## src/rtl/dii_packet_arbiter.sv

```systemverilog
// Packet-granular round-robin arbiter sharing one DII output channel between PORTS inputs.
// A grant is held from the first flit until the flit carrying last has transferred.
module dii_packet_arbiter #(
  parameter int unsigned WIDTH = 16,
  parameter int unsigned PORTS = 4
) (
  input  logic                   clk,
  input  logic                   rst,
  input  logic [PORTS*WIDTH-1:0] in_data_i,
  input  logic [PORTS-1:0]       in_last_i,
  input  logic [PORTS-1:0]       in_valid_i,
  output logic [PORTS-1:0]       in_ready_o,
  output logic [WIDTH-1:0]       out_data_o,
  output logic                   out_last_o,
  output logic                   out_valid_o,
  input  logic                   out_ready_i,
  output logic [PORTS-1:0]       grant_o,
  output logic                   busy_o
);

  localparam int unsigned PtrW = $clog2(PORTS);

  typedef enum logic [0:0] {StIdle, StPass} state_e;

  state_e            state_q;
  logic [PORTS-1:0]  grant_q;
  logic [PtrW-1:0]   last_port_q;
  logic              busy_q;

  logic [PtrW-1:0]   gnt_idx;
  logic [PtrW-1:0]   pick_idx;
  logic [PtrW-1:0]   scan_idx;
  logic              pick_vld;
  int unsigned       scan_pos;
  logic              xfer_last;

  // Output mux driven by the one-hot grant; an all-zero grant yields an idle channel.
  always_comb begin
    out_data_o  = '0;
    out_last_o  = 1'b0;
    out_valid_o = 1'b0;
    gnt_idx     = '0;
    for (int unsigned i = 0; i < PORTS; i++) begin
      if (grant_q[i]) begin
        out_data_o  = out_data_o | in_data_i[i*WIDTH +: WIDTH];
        out_last_o  = out_last_o | in_last_i[i];
        out_valid_o = out_valid_o | in_valid_i[i];
        gnt_idx     = gnt_idx | PtrW'(i);
      end
    end
  end

  assign in_ready_o = grant_q & {PORTS{out_ready_i}};
  assign grant_o    = grant_q;
  assign busy_o     = busy_q;
  assign xfer_last  = out_valid_o & out_ready_i & out_last_o;

  // Scan downward so the port nearest above last_port_q is the final (winning) assignment.
  always_comb begin
    pick_vld = 1'b0;
    pick_idx = '0;
    scan_pos = 0;
    scan_idx = '0;
    for (int unsigned k = PORTS; k >= 1; k--) begin
      scan_pos = 32'(last_port_q) + k;
      if (scan_pos >= PORTS) begin
        scan_pos = scan_pos - PORTS;
      end
      scan_idx = PtrW'(scan_pos);
      if (in_valid_i[scan_idx]) begin
        pick_vld = 1'b1;
        pick_idx = scan_idx;
      end
    end
  end

  always_ff @(posedge clk) begin
    if (rst) begin
      state_q     <= StIdle;
      grant_q     <= '0;
      busy_q      <= 1'b0;
      last_port_q <= PtrW'(PORTS - 1);
    end else begin
      unique case (state_q)
        StIdle: begin
          if (pick_vld) begin
            state_q <= StPass;
            grant_q <= PORTS'(1) << pick_idx;
            busy_q  <= 1'b1;
          end
        end
        StPass: begin
          // Pointer moves only on packet completion, never on grant.
          if (xfer_last) begin
            state_q     <= StIdle;
            grant_q     <= '0;
            busy_q      <= 1'b0;
            last_port_q <= gnt_idx;
          end
        end
        default: begin
          state_q <= StIdle;
          grant_q <= '0;
          busy_q  <= 1'b0;
        end
      endcase
    end
  end

endmodule

```

## config.mk

```make
export PLATFORM = sky130hd
export DESIGN_NAME = dii_packet_arbiter
export DESIGN_NICKNAME = d
export VERILOG_FILES = /design/src/rtl/dii_packet_arbiter.sv
export SDC_FILE = /design/constraint.sdc
export NUM_CORES = 1
export LEC_CHECK = 0
export CORE_MARGIN = 3
export CORE_UTILIZATION = 26
export CTS_CLUSTER_DIAMETER = 80
export CTS_CLUSTER_SIZE = 25
export DETAILED_ROUTE_END_ITERATION = 7
export PLACE_DENSITY_LB_ADDON = 0.05
export SYNTH_ARGS = -nofsm -noshare
export SYNTH_HDL_FRONTEND = slang
export SYNTH_SLANG_ARGS = --single-unit
```

## constraint.sdc

```tcl
create_clock -name clk -period 1.8 [get_ports clk]
set_input_delay 0.36 -clock clk [delete_from_list [all_inputs] [get_ports clk]]
set_output_delay 0.36 -clock clk [all_outputs]
set_load 0.1 [all_outputs]
```

---- Word level (Yosys, flattened, before mapping) ----
Cells that the tools add are included.
word-level totals
  input bits .............................. 75
  bits in registers ....................... 8
  output and inout port bits .............. 27
  memories kept ........................... 0
  memory bits (read-only) ................. 0
  logic and storage cells ................. 82
  bits in latches ......................... 0
  bits in writable memories ............... 0
operators by class
  reduce and logical (&&, ||, !) cells .... 2
  divide/modulo/power cells ............... 0
  equal/unequal tests ..................... 2
  add/sub/neg operators ................... 8
  $mul .................................... 0
  shifts and indexed selects .............. 1
  mux-type cells .......................... 44
  bitwise operators ....................... 13
  order comparisons ....................... 8
operators by type and width
  operator                                                                number
  16-bit two-way mux                                                      4
  16-bit bitwise OR                                                       3
  1-bit two-way mux                                                       21
  2-bit two-way mux                                                       10
  2-bit by 3-bit < comparator with 1-bit output (second input constant)   4
  3-bit >= comparator (second input constant)                             3
  1-bit binary-select mux with 2-bit select                               4
  4-bit two-way mux                                                       2
  4-bit case mux with 2 select lines                                      1
  2-bit by 1-bit subtractor with 2-bit output (second input constant)     4
  2-bit by 2-bit adder with 3-bit output (second input constant)          2
  1-bit bitwise OR                                                        6
  2-bit by 3-bit adder with 4-bit output (second input constant)          1
  4-bit AND                                                               1
  4-bit by 3-bit >= comparator with 1-bit output (second input constant)  1
  1-bit case mux with 2 select lines                                      2
  2-bit AND reduction                                                     2
  1-bit by 2-bit << shifter with 4-bit output (first input constant)      1
  2-bit by 1-bit adder with 3-bit output (second input constant)          1
  1-bit AND                                                               2
  2-bit by 1-bit != test with 1-bit output (second input constant)        1
  2-bit != test (second input constant)                                   1
  1-bit NOT                                                               1

---- Longest topological paths before layout ----
  word-level depth ........................ 12
  gate-level depth with buffers ........... 6
  gate-level depth less buffers ........... 4

---- Worst setup path after synthesis ----
OpenSTA, ideal clock, no wires.
  kind .................................... register to output
  start point ............................. reg grant_q[2] (netlist: grant_o[2])
  end point ............................... out in_ready_o[2]
  arrival time ............................ 2384 ps
  setup slack ............................. -944 ps
  path buffers ............................ 2
  cell stages (with the launch flop) ...... 4
  required time ........................... 1440 ps
  cell sequence ........................... dfxtp_1 -> clkbuf_1 -> clkbuf_1 -> and2_1
on the way
  word-level cells in the longest chain between the ends .. 1
ends and longest elaborated chain
  element                   line  text
  start: declaration        26    logic [PORTS-1:0] grant_q;
  start signal: assignment  88    grant_q <= PORTS'(1) << pick_idx;
  4-bit AND                 53    assign in_ready_o = grant_q & {PORTS{out_ready_i}};
  end: declaration          12    output logic [PORTS-1:0] in_ready_o,
Every way passes these cells.

---- Final worst setup path ----
  start point ............................. in in_valid_i[2]
  end point ............................... out out_valid_o
on the way
  word-level cells in the longest chain between the ends .. 4
ends and longest elaborated chain
  element              line  text
  start: declaration   11    input logic [PORTS-1:0] in_valid_i,
  1-bit bitwise OR *   47    out_valid_o = out_valid_o | in_valid_i[i];
  1-bit two-way mux *  44    if (grant_q[i]) begin
  1-bit bitwise OR     47
  1-bit two-way mux *  44
  end: declaration     15    output logic out_valid_o,
Mark *: on every way between the ends. The rest lies on a longest branch, timed or not.

==> flow_metrics.tcl <==
set metrics [dict create \
    yosys_warnings 0 \
    crit_required_ns 1.44 \
    grt_pass1_wl_microns 6506 \
    clkTransAtPathRegs_ns 0.06 \
    drc 0 \
    crit_fanout 3 \
    diodes 0 \
    synth_seq_area_share_pct 19.02 \
    drv_cap 0 \
    slew_violations 0 \
    ir_drop_uv 505.3 \
    layout_common_cells "clkdlybuf4s50_1, a22oi_1, buf_12" \
    p_per_area_nw_per_um2 575.1 \
    cts_buffers 3 \
    tightest_slew_ns 0.3555 \
    layout_commonest_cell "clkdlybuf4s50_1" \
    fmax_mhz 586.9 \
    antenna_left 0 \
    postRouteWirelength_microns 4025 \
    use_met1_pct 24.06 \
    clk_path_buf_depth 2 \
    grt_pass1_vias 1274 \
    die_w_microns 62.91 \
    maxSlewHeadroom_pct 76.08 \
    p_sw_share_pct 48.40 \
    utilization_pct 75.24 \
    layout-drive-gt1-share_pct 31.92 \
    worstSkewPairLatency_ns 0.25 \
    core_sq_um 3078 \
    finalNetCount 289 \
    synth_area_per_cell_sq_um 7.386 \
    syn_inst 114 \
    hp-start "state_q" \
    placed_cells 253 \
    worstReg2RegEnd "busy_o" \
    die_h_microns 62.91 \
    hold_depth 2 \
    vias 1313 \
    port_buffers 101 \
    gr-usage-met3_pct 4.496 \
    r2r-start "grant_o[2]" \
    power_switching_uw 644.6 \
    die-area_sq_um 3958 \
    p_clk_share_pct 11.0 \
    grt_most_used_layer "met2" \
    synth_area_sq_um 842.1 \
    postCtsSetupBuffers 0 \
    path_class "in2out" \
    end_kind "primary output" \
    post_drt_via_cell_ratio 5.109 \
    holdBufCountCts 0 \
    intPower_uw 687.2 \
    drt_iter0_markers 54 \
    synth_cell_types 29 \
    cts_tree "built" \
    cp-start-kind "input port" \
    cp.arrival_ns 1.34 \
    ys_ff_latch 8 \
    rows 20 \
    grt_max_degree 24 \
    period_minus_slack_ns 1.704 \
    hold_end "state_q" \
    htreeDepth 1 \
    hold_viol 0 \
    place.gp.congestion 0.8143 \
    track_usage_pct 20.06 \
    period_share_pct 94.66 \
    syn_nets 189 \
    antenna_found_initial 0 \
    clock-sinks 8 \
    fillers 231 \
    start_util_pct 27.36 \
    final_cells 257 \
    rr_worst_depth 4 \
    io-pin-count 102 \
    r2r_setup_slack_ns 0.26 \
    p_comb_share_pct 72.2 \
    root_buffer "clkbuf_4" \
    dr.pass1.iters 4 \
    area_growth_syn_to_layout_pct 175.0 \
    wl_per_cell_microns 15.66 \
    seqPwrFrac_pct 16.8 \
    cts_resized 0 \
    p_leak_uw 0.0008808 \
    dp_hpwl_microns 3161 \
    hold_path.class "reg2reg" \
    gr-total-overflow 0 \
    met2_usage_pct 37.29 \
    rsz0062_at_grt "false" \
    setup_viol 0 \
    power_uw 1332 \
    finClkSkew_ns 0.0009506 \
    outcome "complete, no violations" \
]
## final cells by class
class                      instances  area (sq um)  share of cell area [%]
sequential                         8         175.2                   7.563
inverter                           1         3.754                  0.1621
clock buffer                       4         26.28                   1.135
timing repair buffer             107          1326                   57.27
multi-input combinational         93         729.5                   31.50
tap                               44         55.05                   2.377
## synth_stat cells, drive strengths merged
cell type,number,area [sq um]
a211oi,1,7.510
a21o,1,8.760
a21oi,1,5.000
a22oi,36,270.3
a31oi,1,6.260
and2,4,25.02
and4,1,8.760
buf,6,36.29
clkbuf,6,32.53
dfxtp,8,160.2
inv,1,3.750
mux2i,3,30.03
nand2,21,78.83
nand2b,2,12.51
nand3b,5,37.54
nor2,4,15.01
nor2b,1,6.260
nor3,2,10.01
nor4,1,6.260
o221a,1,11.26
o221ai,1,8.760
o22ai,5,43.79
or2,1,6.260
or3,1,11.26
## registers in the layout, summed over array words and instances (netlist names)
| name | flops |
|---|---|
| state_q | 1 |
| grant_o | 4 |
| last_port_q | 2 |
| busy_o | 1 |
## routing by layer
| layer | vias to the layer above | wire length [microns] |
|---|---|---|
| met1 | 612 | 1686 |
| met5 | - | 0 |
| met3 | 0 | 233 |
| met4 | 0 | 0 |
| met2 | 58 | 2105 |
| li1 | 643 | - |
## power groups by stage
| stage | registers [uW] | clock network, uW | logic, uW |
|---|---|---|---|
| final | 224 | 146 | 962 |
| after detailed placement | 228 | 0 | 963 |
| after floorplan | 246 | 0 | 494 |
| after global routing | 227 | 163 | 990 |
| after global placement | 227 | 0 | 953 |
| after CTS | 224 | 152 | 965 |
## stage by stage
step / hold WS, ns / setup TNS [ns] / worst slack (ns) / area, sq um
after detailed placement: 0.4855 / -0.4207 / -0.1310 / 2290
after CTS: 0.4935 / 0 / 0.09215 / 2316
after global placement: 0.4663 / 0 / 0.001344 / 2290
after global routing: 0.5043 / 0 / 0.04014 / 2316
after floorplan: 0.4470 / -0.001026 / -0.001026 / 980.9
final: 0.4975 / 0 / 0.09605 / 2316
## cells by family (layout without fill, tap and decap cells)
logic type	Yosys count	in the layout	share of synthesized area [%]
compound gates	47	47	42.94
buf+inv	13	112	8.618
flops	8	8	19.02
mux	3	3	3.566
simple gates	43	43	25.86
## critical path, stage by stage
cell and delay (ns):
clkdlybuf4s50_1 0.44, a22oi_1 0.28, nand2_4 0.08, buf_12 0.17
## worst max-delay path by stage
stage | start | endpoint | slack (ns) | cells after the start
after floorplan | grant_o[1] | out_data_o[0] | -0.001 | 4
after global placement | in_valid_i[2] | grant_o[3] | 0.001 | 6
after detailed placement | in_valid_i[2] | grant_o[3] | -0.13 | 6
after CTS | in_valid_i[1] | out_valid_o | 0.09 | 4
after global routing | in_valid_i[2] | out_valid_o | 0.04 | 4
final | in_valid_i[2] | out_valid_o | 0.1 | 4
No activity file was read; power rests on OpenSTA's default activity.
